<file path="config.mk">
export PLATFORM = sky130hd
export DESIGN_NAME = obi_wb_arbiter
export DESIGN_NICKNAME = d
export VERILOG_FILES = /design/src/rtl/obi_wb_arbiter_pkg.sv /design/src/rtl/obi_rr_pick.sv /design/src/rtl/obi_wb_arbiter.sv
export SDC_FILE = /design/constraint.sdc
export NUM_CORES = 1
export LEC_CHECK = 0
export CAP_MARGIN = 40
export CELL_PAD_IN_SITES_DETAIL_PLACEMENT = 1
export CELL_PAD_IN_SITES_GLOBAL_PLACEMENT = 1
export CORE_MARGIN = 3
export CORE_UTILIZATION = 26
export CTS_CLUSTER_DIAMETER = 120
export CTS_CLUSTER_SIZE = 30
export DETAILED_ROUTE_END_ITERATION = 7
export PLACE_DENSITY = 0.89
export RECOVER_POWER = 100
export SETUP_SLACK_MARGIN = 0.15
export SKIP_CTS_REPAIR_TIMING = 1
export SLEW_MARGIN = 10
export SYNTH_ARGS = -nofsm -noshare
export SYNTH_HDL_FRONTEND = slang
export SYNTH_SLANG_ARGS = --single-unit
</file>
<file path="constraint.sdc">
create_clock -name obi_clk_i -period 1.6 [get_ports obi_clk_i]
set_input_delay 0.24 -clock obi_clk_i [delete_from_list [all_inputs] [get_ports obi_clk_i]]
set_output_delay 0.24 -clock obi_clk_i [all_outputs]
set_load 0.05 [all_outputs]
</file>
<file path="src/rtl/obi_wb_arbiter_pkg.sv">
// Shared types and constants for the OBI requester arbiter.
package obi_wb_arbiter_pkg;

    typedef enum logic [1:0] {
        ARB_IDLE,
        ARB_REQ,
        ARB_WAIT
    } arb_state_e;

    // Read data returned to the requester when a transaction is aborted.
    localparam logic [31:0] TIMEOUT_RDATA = 32'hDEAD_BEEF;

endpackage

</file>
<file path="src/rtl/obi_rr_pick.sv">
// Combinational round-robin selector: the winner is the first requesting
// index above last_grant, wrapping from NUM_REQ-1 back to 0.
module obi_rr_pick #(
    parameter int unsigned NUM_REQ = 3,
    parameter int unsigned IDX_W   = $clog2(NUM_REQ)
) (
    input  logic [NUM_REQ-1:0] req,
    input  logic [IDX_W-1:0]   last_grant,
    output logic [IDX_W-1:0]   winner,
    output logic               any_req
);

    localparam logic [IDX_W-1:0] LAST_IDX = IDX_W'(NUM_REQ - 1);

    logic [IDX_W-1:0] idx;

    // Walk the ring once starting just after the last served index.
    // The wrap is an explicit compare so non-power-of-two counts work.
    always_comb begin
        winner  = '0;
        any_req = 1'b0;
        idx     = (last_grant == LAST_IDX) ? '0 : last_grant + 1'b1;
        for (int k = 0; k < int'(NUM_REQ); k++) begin
            if (!any_req && req[idx]) begin
                winner  = idx;
                any_req = 1'b1;
            end
            idx = (idx == LAST_IDX) ? '0 : idx + 1'b1;
        end
    end

endmodule

</file>
<file path="src/rtl/obi_wb_arbiter.sv">
// Round-robin arbiter sharing the OBI slave port of the OBI-to-Wishbone
// bridge between NUM_REQ requesters, one outstanding transaction at a time.
// Optional abort-on-timeout in ARB_WAIT: define OBI_WB_ARBITER_TIMEOUT_EN.
module obi_wb_arbiter
    import obi_wb_arbiter_pkg::*;
#(
    parameter int unsigned NUM_REQ        = 3,
    parameter int unsigned ADDR_W         = 32,
    parameter int unsigned DATA_W         = 32,
    parameter int unsigned TIMEOUT_CYCLES = 64
) (
    input  logic                        obi_clk_i,
    input  logic                        rst_ni,
    input  logic [NUM_REQ-1:0]          s_req_i,
    output logic [NUM_REQ-1:0]          s_gnt_o,
    input  logic [NUM_REQ*ADDR_W-1:0]   s_addr_i,
    input  logic [NUM_REQ-1:0]          s_wr_en_i,
    input  logic [NUM_REQ*DATA_W/8-1:0] s_byte_en_i,
    input  logic [NUM_REQ*DATA_W-1:0]   s_wdata_i,
    output logic [NUM_REQ-1:0]          s_rvalid_o,
    output logic [DATA_W-1:0]           s_rdata_o,
    output logic                        m_req_o,
    input  logic                        m_gnt_i,
    output logic [ADDR_W-1:0]           m_addr_o,
    output logic                        m_wr_en_o,
    output logic [DATA_W/8-1:0]         m_byte_en_o,
    output logic [DATA_W-1:0]           m_wdata_o,
    input  logic                        m_rvalid_i,
    input  logic [DATA_W-1:0]           m_rdata_i,
    output logic                        timeout_o
);

    localparam int unsigned IDX_W = $clog2(NUM_REQ);
    localparam int unsigned BE_W  = DATA_W / 8;

    if (NUM_REQ < 2 || NUM_REQ > 8 || TIMEOUT_CYCLES < 1) begin : g_bad_param
        $error("obi_wb_arbiter: NUM_REQ must be 2..8 and TIMEOUT_CYCLES >= 1");
    end

    typedef struct packed {
        logic [ADDR_W-1:0] addr;
        logic              wr_en;
        logic [BE_W-1:0]   byte_en;
        logic [DATA_W-1:0] wdata;
    } obi_req_t;

    arb_state_e                state_q, state_d;
    logic [IDX_W-1:0]          owner_q, last_grant_q, winner;
    logic                      any_req, load, done, abort, to_hit;
    obi_req_t [NUM_REQ-1:0]    req_arr;
    obi_req_t                  pay_q;
    logic [DATA_W-1:0]         rdata_q;

    // Regroup the flat requester buses into one request struct per port.
    for (genvar g = 0; g < NUM_REQ; g++) begin : g_unpack
        assign req_arr[g] = '{
            addr:    s_addr_i[g*ADDR_W +: ADDR_W],
            wr_en:   s_wr_en_i[g],
            byte_en: s_byte_en_i[g*BE_W +: BE_W],
            wdata:   s_wdata_i[g*DATA_W +: DATA_W]
        };
    end

    obi_rr_pick #(
        .NUM_REQ (NUM_REQ),
        .IDX_W   (IDX_W)
    ) u_pick (
        .req        (s_req_i),
        .last_grant (last_grant_q),
        .winner     (winner),
        .any_req    (any_req)
    );

`ifdef OBI_WB_ARBITER_TIMEOUT_EN
    localparam int unsigned CNT_W = $clog2(TIMEOUT_CYCLES + 1);

    logic [CNT_W-1:0] to_cnt_q;
    logic             timeout_q;

    assign to_hit    = (state_q == ARB_WAIT) && (to_cnt_q == CNT_W'(TIMEOUT_CYCLES));
    assign timeout_o = timeout_q;

    // WAIT-cycle counter restarted on each grant; sticky abort flag.
    always_ff @(posedge obi_clk_i or negedge rst_ni) begin
        if (!rst_ni) begin
            to_cnt_q  <= '0;
            timeout_q <= 1'b0;
        end else begin
            if (state_q == ARB_REQ && m_gnt_i) begin
                to_cnt_q <= '0;
            end else if (state_q == ARB_WAIT && !to_hit) begin
                to_cnt_q <= to_cnt_q + 1'b1;
            end
            if (abort) begin
                timeout_q <= 1'b1;
            end
        end
    end
`else
    assign to_hit    = 1'b0;
    assign timeout_o = 1'b0;
`endif

    // Next-state logic; a real response always beats a simultaneous timeout.
    always_comb begin
        state_d = state_q;
        load    = 1'b0;
        done    = 1'b0;
        abort   = 1'b0;
        case (state_q)
            ARB_IDLE: begin
                if (any_req) begin
                    load    = 1'b1;
                    state_d = ARB_REQ;
                end
            end
            ARB_REQ: begin
                if (m_gnt_i) begin
                    state_d = ARB_WAIT;
                end
            end
            ARB_WAIT: begin
                done  = m_rvalid_i;
                abort = !m_rvalid_i && to_hit;
                if (done || abort) begin
                    state_d = ARB_IDLE;
                end
            end
            default: state_d = ARB_IDLE;
        endcase
    end

    // Grant and response are steered only to the current owner.
    always_comb begin
        s_gnt_o             = '0;
        s_rvalid_o          = '0;
        s_gnt_o[owner_q]    = (state_q == ARB_REQ) && m_gnt_i;
        s_rvalid_o[owner_q] = done || abort;
    end

    assign m_req_o     = (state_q != ARB_IDLE);
    assign m_addr_o    = pay_q.addr;
    assign m_wr_en_o   = pay_q.wr_en;
    assign m_byte_en_o = pay_q.byte_en;
    assign m_wdata_o   = pay_q.wdata;
    assign s_rdata_o   = rdata_q;

    // State, owner/payload latch at pick time, response data and rotation.
    always_ff @(posedge obi_clk_i or negedge rst_ni) begin
        if (!rst_ni) begin
            state_q      <= ARB_IDLE;
            owner_q      <= '0;
            last_grant_q <= IDX_W'(NUM_REQ - 1);
            pay_q        <= '0;
            rdata_q      <= '0;
        end else begin
            state_q <= state_d;
            if (load) begin
                owner_q <= winner;
                pay_q   <= req_arr[winner];
            end
            if (done) begin
                rdata_q      <= m_rdata_i;
                last_grant_q <= owner_q;
            end else if (abort) begin
                rdata_q      <= DATA_W'(TIMEOUT_RDATA);
                last_grant_q <= owner_q;
            end
        end
    end

endmodule

</file>
# Word level (Yosys, flattened, before mapping)
# Cells that the tools add are included.
[op_classes]
add_sub_neg = 3
n_lt_le_gt_ge = 6
n_eq_ne = 8
muxes = 26
bitwise_logic = 2
n_reduce_logical = 9
[op_table]
columns = ["cell", "count"]
rows = [
  ["$bmux 69 s2", 1],
  ["$mux 69", 1],
  ["$mux 2", 9],
  ["$lt 2x3->1 const B", 5],
  ["$mux 1", 10],
  ["$eq 2x2->1 const B", 4],
  ["$add 2x1->2 const B", 3],
  ["$and 3x3->3", 2],
  ["$bmux 1 s2", 3],
  ["$ne 2x2->1 const B", 3],
  ["$pmux 2 s3", 1],
  ["$logic_and 1x1->1", 4],
  ["$reduce_and 3->1", 1],
  ["$demux 1 s2", 1],
  ["$eq 2x1->1 const B", 1],
  ["$ge 2x1->1 const B", 1],
  ["$logic_not 1->1", 2],
  ["$logic_not 2->1", 1],
  ["$reduce_bool 2->1", 1],
]
[word_totals]
regBits = 107
inputBits = 246
wordCells = 62

# Depth between registers and ports, before layout
[depth]
ltp_word = 13
mapped_depth = 7
mapped_depth_nobuf = 4

# Cells and area by module
# A second synthesis with hierarchy kept.
[hier_totals]
hier_cells = 558
hier_area_um2 = 5625.4
[by_module_without_submodules]
columns = ["module", "n_inst", "cells_each", "area_each_um2"]
rows = [
  ["obi_wb_arbiter", 1, 550, 5575.3],
  ["obi_rr_pick", 1, 8, 50.0],
]

# Least setup slack after synthesis
# No wires, ideal clock.
[synth_timing]
kind = "register to output"
start = "register state_q[0]"
end = "output s_rvalid_o[0]"
arrival_ps = 1986
setup_slack_ps = -626
path_stages_with_launch = 5
path_buffers = 2
cell_sequence = "dfrtp_1 nand3b_1 buf_2 buf_2 nor3_1"
[synth_between]
elab_chain_len = 3
[synth_lines]
columns = ["element", "line_no", "text"]
rows = [
  ["start: declaration", "obi_wb_arbiter.sv:47", "arb_state_e state_q, state_d;"],
  ["start signal: assignment", "obi_wb_arbiter.sv:157", "state_q <= state_d;"],
  ["$eq 2x2->1", "obi_wb_arbiter.sv:110", "case (state_q)"],
  ["$mux 1", "obi_wb_arbiter.sv:110", ""],
  ["$and 3x3->3 (no source line)", "n/a", ""],
  ["end: declaration", "obi_wb_arbiter.sv:20", "output logic [NUM_REQ-1:0] s_rvalid_o,"],
]
# No other way between the ends.

# Final worst setup path
[layout_timing]
start = "register state_q[1]"
end = "output s_gnt_o[0]"
[layout_between]
elab_chain_len = 3
[layout_lines]
columns = ["element", "line_no", "text"]
rows = [
  ["$eq 2x1->1", "obi_wb_arbiter.sv:137", "s_gnt_o[owner_q] = (state_q == ARB_REQ) && m_gnt_i;"],
  ["$logic_and 1x1->1", "obi_wb_arbiter.sv:137", ""],
  ["$and 3x3->3 (no source line)", "n/a", ""],
  ["end: declaration", "obi_wb_arbiter.sv:15", "output logic [NUM_REQ-1:0] s_gnt_o,"],
]
# No other way between the ends.

==> summary.txt <==
Outcome
  – Status: complete, but fails checks
  – Failing checks: negative setup slack

Finish
  – Multi-input gate area: 2300 µm²
  – Fill cells: 2092
  – Layout cell share with drive strength beyond 1: 25.4%
  – Layout Nets: 1023
  – Final std cells w/o fill: 1047
  – N_diodes: 0
  – Final core utilization: 46.2%
  – Storage element area: 2680 µm²
  – Area grow syn2layout: 72.7%

GRT
  – Vias in the first global route: 5736
  – Initial antenna violation count: 0
  – First-pass GRT wire length: 32300 µm
  – Congestion Overflow GR: 0
  – Largest net degree at the start of global routing: 58
  – Total GRT Usage: 18.7%

Die
  – Die Height: 148 µm
  – Width of the chip: 148 µm
  – Initial core utilization: 26.8%
  – Die Footprint: 22000 µm²
  – Num ports: 355
  – Core Footprint: 19700 µm²
  – Rows: 51

Power
  – Peak VDD IR: 0.00113 V
  – LEAKAGE: 4.04 nW
  – PwrDens: 2110 nW/µm²

Clock tree
  – Root Driver: clkbuf_16
  – Reg clk slew, reported paths: 0.08 ns
  – CTS tree: done
  – Num CTS Buffers: 9
  – H-tree depth reported by CTS: 3
  – Clk Latency, worst-skew pair: 0.35 ns
  – Longest Clk Path Bufs: 2
  – Clock Sinks: 107

Worst setup path
  – Crit Path Max Fanout: 5
  – Worst Setup SP: state_q[1]
  – Critical Path AT: 1.51 ns
  – Worst path required time: 1.36 ns
  – Length in cells of the worst reg-to-reg path: 6
  – Setup Crit Path Kind: reg2out
  – CP Launch Type: flop
  – Setup crit end kind: output port
  – R2r startpoint: state_q[0]

Yosys
  – Flops & latches, synth: 107
  – Mean post-synth cell area: 12.4 µm²
  – Largest cells by area after synthesis: dfrtp_1, mux2i_1, a32oi_1
  – Syn Nets: 670
  – Area share of the largest cell type after synthesis: 50.3%
  – Seq/Total Area, Yosys: 50.8%
  – Yosys warning count: 0
  – Cells after synthesis: 424
  – Asr flop ratio synth: 100%
  – Top post-synthesis cells by count: dfrtp_1, a32oi_1, mux2i_1, o21ai_1, mux2_2
  – Unique cell type count in the Yosys netlist: 32
  – Ys flop type: dfrtp_1
  – Post-synth top area cell: dfrtp_1
  – Count leader, synth: dfrtp_1
  – Cell Area, Synth: 5280 µm²
  – Number of synthesized flops with an enable pin: 0

Drt
  – Wirelength per Cell: 20.9 µm
  – DR iter-0 viols: 144
  – DRT Wirelength: 21900 µm
  – Remaining DRCs: 0
  – Via density: 4.93
  – DRT Pass-1 Iters: 4
  – Vias: 5157
  – Remaining antenna violation count: 0

STA
  – Worst-Margin Slew: 0.717 ns
  – Final setup TNS: -4.66 ns
  – Tmin final: 1.75 ns
  – Final setup viols: 76
  – Relative slew margins: 52.2%
  – Hold Vio Cnt, Final: 0
  – Fin. max-slew vios: 0
  – Final Cycle Share: 109%
  – Clock Skews: 0.00975 ns
  – RSZ-0062 raised after global routing: yes
  – Max Freq: 572 MHz
  – Final WS setup: -0.150 ns

Placed design
  – IO Port Bufs: 353
  – GP Congestion: 0.752
  – Inst Count DP: 1027
  – Placed wire-length estimate: 16600 µm

Worst hold path
  – HP Class: in2async

Job
  – Maxcap violations: 0
==> flip-flops by register name (all words and copies together) (netlist names) <==
register / cells
m_addr_o: 32
m_wdata_o: 32
s_rdata_o: 32
m_byte_en_o: 4
last_grant_q: 2
owner_q: 2
state_q: 2
m_wr_en_o: 1
==> critical path: stages (launching register included) <==
cell	delay (ns)
dfrtp_1	0.44
nand3b_1	0.31
nor3_4	0.24
buf_12	0.17
==> power breakdown <==
part	total [mW]	leakage, nW	internal, mW	switching (mW)
combinational	11.8	2.59	3.68	8.10
clock	2.43	0.157	1.27	1.17
sequential	4.98	1.30	4.10	0.880
total	19.2	4.04	9.04	10.1
==> per-layer routing <==
layer  vias to the layer above  global-route usage (%)  routed length (µm)
met5                         -                       0                   0
li1                       2354                       -                   -
met3                        29                    6.09                1870
met1                      2530                    20.8                8270
met4                         0                    6.14                 524
met2                       244                    33.6               11200
==> placed cells by master, fill, tap and decap left out, drive strengths merged <==
cell / netlist / final
nand2: 5 / 5
a32oi: 69 / 69
mux2i: 69 / 69
buf: 31 / 32
a211oi: 1 / 1
inv: 3 / 6
nor2: 7 / 7
nor3: 2 / 2
a22oi: 1 / 1
dfrtp: 106 / 106
o22ai: 2 / 2
clkdlybuf4s50: 0 / 242
mux2: 33 / 33
dlymetal6s2s: 0 / 1
or3: 1 / 1
conb: 1 / 1
clkinv: 0 / 3
dlygate4sd3: 0 / 2
nor2b: 2 / 2
bufinv: 0 / 1
clkbuf: 11 / 116
dfstp: 1 / 1
o21ai: 72 / 72
o32a: 1 / 1
and2: 1 / 1
nand2b: 3 / 3
nand3b: 2 / 2
==> worst paths after layout <==
path	slack (ns)	to
worst min register to register	0.50	m_addr_o[26]
worst max register to register	-0.13	m_addr_o[10]
min in group obi_clk_i	0.49	state_q[1]
worst max-delay path	-0.15	s_gnt_o[0]
max in group asynchronous	0.11	m_byte_en_o[1]
worst min-delay path	0.46	s_rdata_o[6]
==> per-stage QoR <==
stage / total power [mW] / setup slack [ns] / instance area [µm²] / hold WS [ns]
global placement: 17.2 / -0.306 / 8980 / 0.0988
CTS: 20.1 / -0.245 / 9300 / -0.289
floorplan: 13.3 / 0.0208 / 5330 / -0.0556
finish: 19.2 / -0.150 / 9110 / 0.459
global route: 20.2 / -0.236 / 9110 / 0.478
detailed placement: 17.6 / -0.409 / 8980 / 0.103
==> area by class of cell <==
type	count	share of cell area, %
clock buffer	9	2.47
tap	265	3.64
inverter	3	0.124
clock inverter	7	1.04
multi-input combinational	272	25.3
timing repair buffer	384	38.0
sequential	107	29.4
==> cell families (layout without fill, tap and decap cells) <==
group,count (synthesis),count (layout),synth area share (%)
and+or+nand+nor,23,23,2.28
muxes,102,102,20.1
other,1,1,0.0711
AOI/OAI and AO/OA,146,146,19.4
DFF,107,107,50.8
buffers and inverters,45,403,7.40
No activity file was read; power rests on OpenSTA's default activity.
==> RTL change: new RTL, same flow settings <==
Add a define of `OBI_WB_ARBITER_TIMEOUT_EN`.
--- a/src/rtl/obi_wb_arbiter.sv
+++ b/src/rtl/obi_wb_arbiter.sv
@@ -2,4 +2,6 @@
 // bridge between NUM_REQ requesters, one outstanding transaction at a time.
 // Optional abort-on-timeout in ARB_WAIT: define OBI_WB_ARBITER_TIMEOUT_EN.
+`define OBI_WB_ARBITER_TIMEOUT_EN
+
 module obi_wb_arbiter
     import obi_wb_arbiter_pkg::*;
Check against the original RTL: same outputs for any inputs over 4 cycles, from zero or initial values and one cycle with rst_ni low; that may be too few to reach the edited logic, so the function may still have changed.
==> RTL change against the original RTL <==
The run still ends with negative setup slack left; worst setup slack lost 440 ps; count of clock-buffer cells in the layout grew 9; sequential cell count grew 8; area after synthesis grew 6.1%; worst hold slack lost 89 ps; register-to-register slack lost 210 ps; cell area grew 15%; routed wire length grew 19%; sequential power grew 5.6%; total power grew 18%; sequential share of layout area shrank 1.9 points; largest cell class unchanged; highest routed layer unchanged.
==> RTL change: results <==
placed_design:
  dp_hpwl_um: 18300
  place_congestion: 0.852
finish:
  nNetsFinal: 1117
  drive_gt1_share_pct: 30.0
  fillers: 2259
  multi_input_area_share_pct: 25.1
  buf_share_pct: 38.5
  seq_share_pct: 27.5
  clkCellAreaFrac_pct: 5.42
  clkbuf_count: 18
  n_all_inverters: 5
  n_all_buffers: 428
cts:
  path_clk_slew_ps: 60
  cts.htree.levels: 4
  cts.sink_count: 115
  clk_latency_ps: 400
setup_path:
  cp.arrival_ps: 1950
  critPathMaxFanout: 4
  crit_end: "s_rvalid_o[0]"
  r2r-end: "last_grant_q[1]"
  rrSetupSlack_ps: -340
  crit_start: "to_cnt_q[1]"
power:
  seqPwrFrac_pct: 23.3
  p_leak_nw: 4.54
  switching_share_pct: 50.0
  peakVddDrop_mv: 1.27
logic_synthesis:
  synth_nets: 716
  syn_inst: 468
  synth_seq_area_share_pct: 51.4
  synth_fa_ha_area_share_pct: 0.447
  synth_xor_area_share_pct: 0.782
  synth_mux_area_share_pct: 13.1
  yosys-top-cells-area: "dfrtp_1 51%, mux2i_1 13%, a32oi_1 11%"
  synth_compound_area_share_pct: 23.4
route:
  first_iter_violations: 291
  vias_per_cell: 5.13
  vias: 5936
  drt_wl_total_um: 26100
sta:
  fin_ws_ps: -586
  setup_violations: 115
  relSlewSlack_pct: 59.5
  clock_skew_ps: 9.29
status:
  failed_checks: "negative setup slack"
  outcome: "complete, but fails checks"
grt:
  grt_pass1_wl_um: 37000
  grt_pass1_vias: 6414
  grt_max_degree: 44
  groute.usage.overall_pct: 20.0
[RTL change: through the flow]
step / instance area (µm²) / setup TNS, ps / util (%) / worst slack (ps) / power (mW)
2_1_floorplan: 5650 / -354 / - / -214 / 13.6
3_3_place_gp: 9560 / -27010 / 45.3 / -444 / 18.1
3_5_place_dp: 9560 / -30630 / 45.3 / -493 / 18.6
4_1_cts: 10100 / -15610 / 48.0 / -722 / 22.4
5_1_grt: 10500 / -28020 / 49.7 / -689 / 23.8
6_report: 10500 / -19920 / 49.7 / -586 / 22.6
[RTL change: worst max-delay path: stages (launching register included)]
cell	delay (ps)
dfrtp_1	390
inv_2	90
ha_4	140
nand4bb_4	120
nor3_4	280
o21ai_4	160
nor3_4	180
buf_6	180
[RTL change: routing by layer]
metal / global-route usage [%] / up-vias / share of wire [%]
met2: 35.9 / 262 / 52
li1: - / 2636 / -
met1: 23.9 / 3006 / 40
met3: 4.97 / 32 / 5.1
met4: 5.43 / 0 / 2.1
met5: 0 / - / 0
